### src/rtl/seq_pattern_gen.sv
// Serial pattern generator: shifts a latched pattern out MSB-first, repeated repeat_cnt+1 times.
// Define SEQGEN_GUARD_EN to insert GUARD_LEN idle cycles between consecutive frames.
module seq_pattern_gen #(
   parameter int unsigned      PAT_W       = 4,
   parameter logic [PAT_W-1:0] PAT_DEFAULT = 4'b1011,
   parameter int unsigned      CNT_W       = 4,
   parameter int unsigned      GUARD_LEN   = 2
) (
   input  logic             clk,
   input  logic             reset,
   input  logic             start,
   input  logic             use_default,
   input  logic [PAT_W-1:0] pattern,
   input  logic [CNT_W-1:0] repeat_cnt,
   output logic             x,
   output logic             valid,
   output logic             frame_start,
   output logic             busy,
   output logic             done
);

   localparam int unsigned     BIT_W    = $clog2(PAT_W);
   localparam logic [BIT_W-1:0] LAST_BIT = BIT_W'(PAT_W - 1);

`ifdef SEQGEN_GUARD_EN
   localparam int unsigned      GRD_W    = (GUARD_LEN > 1) ? $clog2(GUARD_LEN) : 1;
   localparam logic [GRD_W-1:0] LAST_GRD = GRD_W'(GUARD_LEN - 1);

   typedef enum logic [1:0] {StIdle = 2'd0, StSend = 2'd1, StGuard = 2'd2, StDone = 2'd3} state_e;
`else
   typedef enum logic [1:0] {StIdle = 2'd0, StSend = 2'd1, StDone = 2'd3} state_e;
`endif

   state_e           state_q, state_d;
   logic [PAT_W-1:0] pat_q, pat_d;
   logic [PAT_W-1:0] shreg_q, shreg_d;
   logic [BIT_W-1:0] bit_q, bit_d;
   // Frames remaining after the current one; holding frames-minus-one avoids any wrap.
   logic [CNT_W-1:0] rem_q, rem_d;
`ifdef SEQGEN_GUARD_EN
   logic [GRD_W-1:0] grd_q, grd_d;
`endif
   logic x_d, valid_d, frame_start_d, busy_d, done_d;

   always_comb begin
      state_d = state_q;
      pat_d   = pat_q;
      shreg_d = shreg_q;
      bit_d   = bit_q;
      rem_d   = rem_q;
`ifdef SEQGEN_GUARD_EN
      grd_d   = grd_q;
`endif
      case (state_q)
         StIdle: begin
            if (start) begin
               pat_d   = use_default ? PAT_DEFAULT : pattern;
               shreg_d = pat_d;
               rem_d   = repeat_cnt;
               bit_d   = '0;
               state_d = StSend;
            end
         end
         StSend: begin
            shreg_d = {shreg_q[PAT_W-2:0], shreg_q[PAT_W-1]};
            bit_d   = bit_q + BIT_W'(1);
            if (bit_q == LAST_BIT) begin
               bit_d = '0;
               if (rem_q != '0) begin
                  rem_d   = rem_q - CNT_W'(1);
                  shreg_d = pat_q;
`ifdef SEQGEN_GUARD_EN
                  grd_d   = '0;
                  state_d = StGuard;
`else
                  state_d = StSend;
`endif
               end else begin
                  state_d = StDone;
               end
            end
         end
`ifdef SEQGEN_GUARD_EN
         StGuard: begin
            grd_d = grd_q + GRD_W'(1);
            if (grd_q == LAST_GRD) begin
               state_d = StSend;
            end
         end
`endif
         StDone: begin
            state_d = StIdle;
         end
         default: begin
            state_d = StIdle;
         end
      endcase

      // Outputs are decoded from the next state so they can be registered without extra latency.
      x_d           = (state_d == StSend) & shreg_d[PAT_W-1];
      valid_d       = (state_d == StSend);
      frame_start_d = (state_d == StSend) && (bit_d == '0);
`ifdef SEQGEN_GUARD_EN
      busy_d        = (state_d == StSend) || (state_d == StGuard);
`else
      busy_d        = (state_d == StSend);
`endif
      done_d        = (state_d == StDone);
   end

   always_ff @(posedge clk) begin
      if (reset) begin
         state_q     <= StIdle;
         pat_q       <= '0;
         shreg_q     <= '0;
         bit_q       <= '0;
         rem_q       <= '0;
`ifdef SEQGEN_GUARD_EN
         grd_q       <= '0;
`endif
         x           <= 1'b0;
         valid       <= 1'b0;
         frame_start <= 1'b0;
         busy        <= 1'b0;
         done        <= 1'b0;
      end else begin
         state_q     <= state_d;
         pat_q       <= pat_d;
         shreg_q     <= shreg_d;
         bit_q       <= bit_d;
         rem_q       <= rem_d;
`ifdef SEQGEN_GUARD_EN
         grd_q       <= grd_d;
`endif
         x           <= x_d;
         valid       <= valid_d;
         frame_start <= frame_start_d;
         busy        <= busy_d;
         done        <= done_d;
      end
   end

endmodule

### config.mk
export PLATFORM = sky130hd
export DESIGN_NAME = seq_pattern_gen
export DESIGN_NICKNAME = d
export VERILOG_FILES = /design/src/rtl/seq_pattern_gen.sv
export SDC_FILE = /design/constraint.sdc
export NUM_CORES = 1
export LEC_CHECK = 0
export CAP_MARGIN = 20
export CORE_UTILIZATION = 35
export DETAILED_ROUTE_END_ITERATION = 10
export SLEW_MARGIN = 10
export SYNTH_ARGS = -nofsm -noshare
export SYNTH_HDL_FRONTEND = slang
export SYNTH_SLANG_ARGS = --single-unit
### constraint.sdc
create_clock -name clk -period 3.9 [get_ports clk]
set_input_delay 1.17 -clock clk [delete_from_list [all_inputs] [get_ports clk]]
set_output_delay 1.17 -clock clk [all_outputs]
set_load 0.05 [all_outputs]
# After elaboration in Yosys (flattened, before gate mapping)
# Index checks and enable logic that the tools add are counted.
[word_totals]
ff_bits = 20
word_cells = 44
[classes]
add_sub_neg = 2
eq_ne = 7
muxes = 16
n_bitwise = 1
n_reduce_logical = 8
[op_table]
columns = ["cell", "n"]
rows = [
  ["$mux 4", 7],
  ["$pmux 4 s2", 2],
  ["$mux 2", 5],
  ["$pmux 2 s2", 2],
  ["$ne 2x2->1 const B", 3],
  ["$eq 2x1->1 const B", 2],
  ["$eq 2x2->1 const B", 2],
  ["$logic_not 2->1", 2],
  ["$reduce_and 2->1", 2],
  ["$reduce_and 4->1", 1],
  ["$reduce_bool 4->1", 1],
  ["$sub 4x1->4 const B", 1],
  ["$add 2x1->2 const B", 1],
  ["$reduce_bool 2->1", 1],
  ["$and 1x1->1", 1],
  ["$logic_and 1x1->1", 1],
]

# Logic depth before layout (Yosys ltp)
# Gate-level depths: netlist of run 1.
[depth]
ltp_word = 6
ltp_mapped = 6

# Worst setup path after synthesis of run 1
# OpenSTA, ideal clock, no wires.
[synth_path]
path_kind = "input to register"
from = "in use_default"
to = "reg pat_q[0]"
t_arrival_ps = 1946
required_ps = 3781
path_slack_ps = 1836
path_stages = 2
path_cell_list = "or4b_1 o221a_2"
[synth_via]
elab_chain_len = 1
[synth_rtl]
columns = ["element", "line", "text"]
rows = [
  ["from (decl)", "12", "input logic use_default,"],
  ["$mux 4", "57", "pat_d = use_default ? PAT_DEFAULT : pattern;"],
  ["to (signal assigned)", "128", "pat_q <= pat_d;"],
  ["to (decl)", "35", "logic [PAT_W-1:0] pat_q, pat_d;"],
]
# Every way passes these cells.
# A chain may end at the register's enable or synchronous reset.

==> summary.md, run 1 <==
| Metric | Value |
|---|---|
| Total GRT Usage | `0.158` |
| DRT met1 WL | `between 1 and 1.5 mm` |
| CTS tree | `done` |
| Synthesis Warnings | `0` |
| Met3 Wirelength | `roughly 90 um` |
| MaxCap Viol Count | `0` |
| Sequential Power Share | `0.535` |
| Pwr/cell area | `roughly 360 mW/mm^2` |
| Min-delay worst type | `reg -> reg` |
| Setup violators final | `0` |
| Worst endpoint required time | `around 4 ns` |
| Met2 wire len | `between 1 and 1.5 mm` |
| Clk pwr share | `0.222` |
| Die width | `56.4 um` |
| Synthesized cell area | `0.00103 mm^2` |
| DR DRC count | `0` |
| Synth unique cells | `43` |
| Mean Syn Cell Area | `just over 9 um^2` |
| Largest net degree at the start of global routing | `16` |
| Clk root buf | `clkbuf_4` |
| RSZ-0062 raised after global routing | `no` |
| Clock transition at the registers of the reported paths | `around 0.11 ns` |
| Hold_ws | `roughly 0.51 ns` |
| DR vias/cell | `roughly 5.8` |
| H-tree levels | `1` |
| Async S/R FF share, synth | `0` |
| Design Power | `0.436 mW` |
| Worst path slowest cell | `clkdlybuf4s50_1` |
| Clock Sinks | `20` |
| Final min period | `approximately 2.6 ns` |
| Placer Congestion | `a little over 0.8` |
| Starting Density | `0.372` |
| Synthesis-stage register bit count | `20` |
| Top Layer Used | `met4` |
| Worst skew pair latency | `roughly 0.30 ns` |
| DRT iter0 DRCs | `23` |
| WL/cell | `between 10 and 15 um` |
| Worst vdd ir | `between 200 and 250 uV` |
| Final Slew Violations | `0` |
| Overflow after GRT | `0` |
| Fmax | `approximately 380 MHz` |
| Drt pass-1 iters | `4` |
| CTS Buf Count | `3` |
| Max FO, Critical Path | `14` |
| Fraction of power spent switching nets | `0.303` |
| Total number of vias | `917` |
| Post-CTS Setup Bufs | `0` |
| Mapped Cells | `~110` |
| Largest stage delay, worst path | `around 0.70 ns` |
| Core ar. | `approximately 0.0028 mm^2` |
| Post-synth EDFFs | `0` |
| Fin Setup TNS | `0 ns` |
| Die ar. | `0.00318 mm^2` |
| Internal power | `around 0.30 mW` |
| Hpwl dp | `about 1.7 mm` |
| Worst-margin pin slew | `roughly 0.62 ns` |
| Slew margin rel. | `0.583` |
| Clock buffer depth | `2` |
| Final setup margin | `around 1.3 ns` |
| Finished Core Util | `0.441` |
| Post-Route WL | `2.35 mm` |
| # hold bufs at CTS | `0` |
| DRT antenna net count | `0` |
| Syn_nets | `~130` |
| Net count, final | `roughly 140` |
| Antenna diodes | `0` |
| Pre-CTS WS | `roughly 1.0 ns` |
| Clk_skew | `0.00485 ns` |
| Final Hold Viols | `0` |
| Die H | `roughly 56 um` |
| Antenna violations before repair | `0` |
| Share of cells above drive strength 1 | `0.103` |
| Num ports | `17` |
| Critical path type | `in -> reg` |
| Crit-path cells | `clkdlybuf4s50_1 -> or2_2 -> a2111o_1 -> o22ai_1` |
| # port buffers | `16` |
| LEAKAGE | `between 0.4 and 0.5 nW` |
| Quantity of gates resized following cts | `0` |
| Startpoint Class | `primary input` |
| Layout Area Growth over Synthesis | `18.5%` |
| Period Utilization, post-route | `0.666` |
| FP Rows | `19` |
| Crit end category | `flip-flop` |
| Status | `finished clean` |
| Comb power frac | `0.243` |
| First-pass GRT wire length | `about 4.0 mm` |
| CP arrival | `2.82 ns` |
| Switching power total | `0.132 mW` |
| Primary FF master, synth | `dfxtp_1` |
| Vias in the first global route | `878` |
| Sequential share of the synthesized area | `0.387` |
-- worst paths after layout --
path | startpoint | end | slack, ns | cells after the start
max | reset | rem_q[3] | 1.30 | 4
min | pat_q[2] | shreg_q[2] | 0.51 | 2
max reg2reg | rem_q[0] | shreg_q[3] | 2.11 | 5
min reg2reg | pat_q[2] | shreg_q[2] | 0.51 | 2
-- worst max-delay path: cells and delay by family --
kind,cells,cell delay (ns)
and+or+nand+nor,1,0.42
AOI/OAI and AO/OA,2,0.53
buffers and inverters,1,0.70
-- cell usage in the layout (no fill, tap or decap), types with 3 or more instances in the layout --
cell             instances
dfxtp_1                 20
clkdlybuf4s50_1         16
inv_1                   10
nor2_1                   6
o211ai_1                 4
o21ai_0                  4
nand2_1                  4
mux2i_1                  3
nand3_1                  3
a31oi_1                  3
or2_2                    3
a22oi_1                  3
o22ai_1                  3
nor3_1                   3
ha_1                     3
clkbuf_4                 3
-- area by class of cell --
cell class,count,area (um^2)
inverters,11,41.3
clock buffers,3,22.5
flip-flops and latches,20,400
repair buffers,16,160
well taps,31,38.8
fillers,264,1560
multi-input cells,76,563
-- metal layers --
metal,vias up,GRT usage
met5,-,0
met4,0,0.0314
met3,2,0.0438
met2,23,0.267
met1,440,0.202
li1,452,-
-- state kept, by name, indices dropped and copies added, names as in the netlist --
signal	count
pat_q	4
frame_start	1
done	1
bit_q	2
x	1
state_q	2
rem_q	4
busy	1
shreg_q	4
-- cells in the mapped netlist (3+ instances only) --
library cell  count  share of area
buf_2             3          0.015
a22oi_1           3          0.022
o22ai_1           3          0.018
inv_1            10          0.036
o211ai_1          4          0.029
nand2_1           4          0.015
mux2i_1           3          0.029
ha_1              3          0.036
nand3_1           3          0.015
nor3_1            3          0.015
or2_2             3          0.018
o21ai_0           4          0.019
nor2_1            6          0.022
a31oi_1           3          0.018
dfxtp_1          20           0.39
-- logic make-up after synthesis --
kind of cell / synth area share
AOI/OAI and AO/OA: 0.250
muxes: 0.0399
and+or+nand+nor: 0.218
DFF: 0.387
buffers and inverters: 0.0689
adders and majority gates: 0.0363
-- power groups by stage --
stage / combinational [mW] / sequential [mW] / clock [mW]
final: 0.106 / 0.233 / 0.0967
after global routing: 0.116 / 0.236 / 0.109
after CTS: 0.106 / 0.233 / 0.102
after detailed placement: 0.105 / 0.238 / 0
after global placement: 0.104 / 0.237 / 0
after floorplan: 0.0687 / 0.242 / 0
-- metrics by stage --
step,cell area [um^2],instances
after floorplan,1030,113
after global placement,1200,154
after detailed placement,1200,154
after CTS,1230,157
after global routing,1230,157
final,1230,157
No activity file was read; power rests on OpenSTA's default activity.
==> inputs of run 2 (changes only) <==
clock period = 2.65 ns   (was 3.9 ns; I/O delays follow)
==> run 2 against run 1 <==
Against the previous run: clock skew is 0.0030 ns lower; largest power group unchanged; clock-buffer cell count is 1 higher; register-to-register slack worse by 1.3 ns; die area stayed put; first-iteration DRC count stayed put; clock power is 90% higher; global-route usage is 1.1 points higher; non-clock buffer count is 1 higher; sequential share of layout area is 0.56 points lower; combinational power is 50% higher; worst setup slack worse by 0.90 ns; cell area is 1.7% higher.
==> summary.md, run 2 (synthesized netlist as in run 1, its figures left out) <==
| Metric | Value |
|---|---|
| Placer Congestion | `roughly 0.76` |
| Die width | `56.4 um` |
| Clk root buf | `clkbuf_4` |
| Most common cell after layout, fill and taps aside | `dfxtp_1` |
| Max FO, Critical Path | `2` |
| Top Layer Used | `met4` |
| RSZ-0062 raised after global routing | `no` |
| Most frequent cells in the layout | `dfxtp_1, clkdlybuf4s50_1, inv_1, nor2_1` |
| Die H | `approximately 56 um` |
| DR vias/cell | `about 6` |
| Final Slew Violations | `0` |
| R2r setup slk | `~0.8 ns` |
| Status | `finished clean` |
| Clock buffer depth | `2` |
| CTS Buf Count | `3` |
| Placed cells | `approximately 160` |
| DRT antenna net count | `0` |
| FP Rows | `19` |
| Crit path to | `valid` |
| DRT iter0 DRCs | `23` |
| Clock Sinks | `20` |
| CP startpoint | `busy` |
| Worst-margin pin slew | `about 0.65 ns` |
| Slew margin rel. | `0.563` |
| Period Utilization, post-route | `0.849` |
| Total number of vias | `between 900 and 1000` |
| H-tree levels | `1` |
| Buffers & Inverters on Critical Path | `1` |
| Num ports | `17` |
| Final Hold Viols | `0` |
| Worst skew pair latency | `0.30 ns` |
| Worst endpoint required time | `1.86 ns` |
| Hpwl dp | `1.79 mm` |
| Overflow after GRT | `0` |
| Starting Density | `0.372` |
| CP arrival | `about 1.5 ns` |
| Share of cells above drive strength 1 | `0.117` |
| MaxCap Viol Count | `0` |
| Total GRT Usage | `0.169` |
| Net count, final | `~140` |
| Setup violators final | `0` |
| Reg-to-reg endpoint | `x` |
| Clock transition at the registers of the reported paths | `0.12 ns` |
| CTS tree | `done` |
| Post-Route WL | `approximately 2.4 mm` |
| DRT met1 WL | `~1.1 mm` |
| Hold depth | `2` |
| Layout Area Growth over Synthesis | `20.6%` |
| DR DRC count | `0` |
| Largest stage delay, worst path | `~0.81 ns` |
| Met2 wire len | `roughly 1.1 mm` |
| Quantity of gates resized following cts | `0` |
| Die ar. | `roughly 0.0032 mm^2` |
| # port buffers | `16` |
| Worst path slowest cell | `clkdlybuf4s50_1` |
| Final min period | `approximately 2.3 ns` |
| Met3 Wirelength | `~130 um` |
| LEAKAGE | `~0.47 nW` |
| First-pass GRT wire length | `around 4.3 mm` |
| Pwr/cell area | `around 550 mW/mm^2` |
| Fmax | `roughly 440 MHz` |
| Clk_skew | `between 0.0015 and 0.002 ns` |
| Worst vdd ir | `around 370 uV` |
| Drt pass-1 iters | `4` |
| R2r startpoint | `rem_q[0]` |
| CP delay by family, top | `buffers and inverters` |
| Non-filler cells, final | `~160` |
| Largest net degree at the start of global routing | `16` |
| R2R depth | `5` |
| Crit end category | `output pin` |
| Fin Setup TNS | `0 ns` |
| Core ar. | `approximately 0.0028 mm^2` |
| Biggest regs | `pat_q (4), rem_q (4), shreg_q (4)` |
| Antenna violations before repair | `0` |
| Critical path depth | `1` |
| Critical path type | `reg -> out` |
| Startpoint Class | `flip-flop` |
| Crit-path cells | `clkdlybuf4s50_1` |
| Min-delay worst type | `reg -> reg` |
| Layout fillers | `roughly 270` |
| # hold bufs at CTS | `0` |
| Vias in the first global route | `roughly 990` |
| Post-CTS Setup Bufs | `0` |
| Antenna diodes | `0` |
| WL/cell | `15.1 um` |
## run 2: cell count changes in the layout (fill, tap and decap cells not counted)
| cell | previous run | this run |
|---|---|---|
| clkbuf_8 | 0 | 1 |
| buf_4 | 0 | 1 |
## run 2: worst min path at each step
stage | from | to | slack, ns
global route | pat_q[2] | shreg_q[2] | 0.53
floorplan | pat_q[3] | pat_q[3] | 0.45
CTS | pat_q[2] | shreg_q[2] | 0.49
detailed placement | pat_q[2] | shreg_q[2] | 0.48
finish | pat_q[2] | shreg_q[2] | 0.49
global placement | pat_q[2] | shreg_q[2] | 0.48
## run 2: layout make-up
type | count | area, um^2 | share of cell area
clock buffer | 4 | 36.3 | 0.0291
inverter | 11 | 41.3 | 0.0331
multi-input combinational | 76 | 563 | 0.451
sequential | 20 | 400 | 0.321
tap | 31 | 38.8 | 0.0311
timing repair buffer | 17 | 168 | 0.134
## run 2: per-stage QoR
step	worst slack, ns	power (mW)	utilization	area (um^2)	hold WS (ns)
6_report	0.400	0.686	0.448	1250	0.493
5_1_grt	0.338	0.723	0.448	1250	0.532
4_1_cts	0.390	0.690	0.448	1250	0.494
3_5_place_dp	0.330	0.508	0.435	1210	0.477
3_3_place_gp	0.373	0.505	0.435	1210	0.476
2_1_floorplan	0.961	0.457	-	1030	0.452
## run 2: layer usage
layer	GRT usage	vias up
li1	-	454
met1	0.191	464
met2	0.306	27
met3	0.0530	5
met4	0.0418	0
met5	0	-
## run 2: where the power goes
part	internal [mW]	switching, mW	leakage [nW]
Sequential	0.323	0.0204	0.165
Combinational	0.0724	0.0864	0.283
Clock	0.0839	0.100	0.0210
Total	0.479	0.207	0.469
==> inputs of run 3 (changes only) <==
clock period = 2.2 ns   (was 2.65 ns; I/O delays follow)
==> run 3 against run 2 <==
Against the previous run: cell area decreased by 0.50%; sequential share of layout area increased by 0.16 points; wire length unchanged.
==> summary.md, run 3 (synthesized netlist as in run 1, its figures left out) <==
| Metric | Value |
|---|---|
| Clk pwr share | `0.228` |
| Antenna violations before repair | `0` |
| Biggest regs | `pat_q (4), rem_q (4), shreg_q (4)` |
| Largest net degree at the start of global routing | `16` |
| Layout fillers | `roughly 290` |
| DR DRC count | `0` |
| Antenna diodes | `0` |
| Slew margin rel. | `0.510` |
| Finished Core Util | `0.446` |
| Clock transition at the registers of the reported paths | `approximately 0.10 ns` |
| Most frequent cells in the layout | `dfxtp_1, clkdlybuf4s50_1, inv_1, nor2_1` |
| Setup violators final | `0` |
| Post-CTS Setup Bufs | `0` |
| Largest stage delay, worst path | `about 0.80 ns` |
| Comb power frac | `0.245` |
| Top Layer Used | `met4` |
| Die width | `56.4 um` |
| Placer Congestion | `between 0.7 and 0.8` |
| Final min period | `about 2.1 ns` |
| Startpoint Class | `flip-flop` |
| CP arrival | `1.43 ns` |
| DRT iter0 DRCs | `35` |
| FP Rows | `19` |
| Most common cell after layout, fill and taps aside | `dfxtp_1` |
| Worst endpoint required time | `approximately 1.5 ns` |
| Buffers & Inverters on Critical Path | `1` |
| Fin Setup TNS | `0 ns` |
| Sequential Power Share | `0.527` |
| CTS tree | `done` |
| Worst skew pair latency | `between 0.3 and 0.4 ns` |
| Die H | `between 50 and 60 um` |
| Critical path type | `reg -> out` |
| Clock buffer depth | `2` |
| Switching power total | `approximately 0.24 mW` |
| Layout Area Growth over Synthesis | `20.0%` |
| Starting Density | `0.372` |
| Met3 Wirelength | `between 80 and 90 um` |
| Share of cells above drive strength 1 | `0.117` |
| Final Hold Viols | `0` |
| Min-delay worst type | `reg -> reg` |
| H-tree levels | `1` |
| DR vias/cell | `around 5.8` |
| Internal power | `0.541 mW` |
| RSZ-0062 raised after global routing | `no` |
| Core ar. | `~0.0028 mm^2` |
| Fraction of power spent switching nets | `0.310` |
| Post-Route WL | `approximately 2.4 mm` |
| Clock Sinks | `20` |
| Vias in the first global route | `~890` |
| CTS Buf Count | `3` |
| First-pass GRT wire length | `4.08 mm` |
| Clk_skew | `0.0158 ns` |
| DRT antenna net count | `0` |
| Pwr/cell area | `approximately 630 mW/mm^2` |
| MaxCap Viol Count | `0` |
| Max FO, Critical Path | `1` |
| Fmax | `approximately 480 MHz` |
| WL/cell | `between 15 and 20 um` |
| Drt pass-1 iters | `4` |
| Worst vdd ir | `about 360 uV` |
| Overflow after GRT | `0` |
| LEAKAGE | `0.467 nW` |
| Clk root buf | `clkbuf_4` |
| Total number of vias | `about 930` |
| Final Slew Violations | `0` |
| # port buffers | `16` |
| Met2 wire len | `between 1 and 1.5 mm` |
| Num ports | `17` |
| Quantity of gates resized following cts | `0` |
| CP delay by family, top | `buffers and inverters` |
| Net count, final | `about 150` |
| Period Utilization, post-route | `0.949` |
| # hold bufs at CTS | `0` |
| DRT met1 WL | `between 1 and 1.5 mm` |
| Worst-margin pin slew | `around 0.73 ns` |
| Worst path slowest cell | `clkdlybuf4s50_1` |
| Status | `finished clean` |
| Total GRT Usage | `0.165` |
| Crit end category | `output pin` |
| Crit-path cells | `clkdlybuf4s50_1` |
| Die ar. | `between 0.003 and 0.004 mm^2` |
| Hpwl dp | `1.77 mm` |
## run 3: routing by layer
metal / track usage / up-vias
met4: 0.0418 / 0
li1: - / 458
met1: 0.204 / 450
met5: 0 / -
met3: 0.0415 / 2
met2: 0.286 / 19
## run 3: cell type report
| cell class | instances | area, um^2 | area share |
|---|---|---|---|
| clock buffer | 3 | 22.5 | 0.0181 |
| inverter | 11 | 41.3 | 0.0333 |
| multi-input combinational | 76 | 563 | 0.454 |
| sequential | 20 | 400 | 0.323 |
| tap | 31 | 38.8 | 0.0313 |
| timing repair buffer | 18 | 175 | 0.141 |
## run 3: worst paths after layout
path | from | end | slack [ns] | cells after the start
hold reg to reg | pat_q[2] | shreg_q[2] | 0.50 | 2
hold / removal | pat_q[2] | shreg_q[2] | 0.50 | 2
setup reg to reg | rem_q[0] | shreg_q[3] | 0.37 | 5
setup / recovery | x | x | 0.11 | 1
## run 3: power groups by stage
stage | Clock [mW] | Sequential [mW] | Combinational (mW)
after floorplan | 0 | 0.428 | 0.122
after global placement | 0 | 0.420 | 0.188
after detailed placement | 0 | 0.422 | 0.191
after CTS | 0.185 | 0.413 | 0.192
after global routing | 0.197 | 0.418 | 0.210
final | 0.179 | 0.414 | 0.193
## run 3: metrics by stage
stage	cells	hold slack, ns	instance area (um^2)	power [mW]	worst slack, ns
detailed placement	156	0.485	1220	0.612	0.00477
global placement	156	0.478	1220	0.609	0.0580
finish	159	0.505	1240	0.785	0.113
floorplan	113	0.452	1030	0.550	0.646
CTS	159	0.502	1240	0.790	0.0795
global route	159	0.549	1240	0.825	0.0511
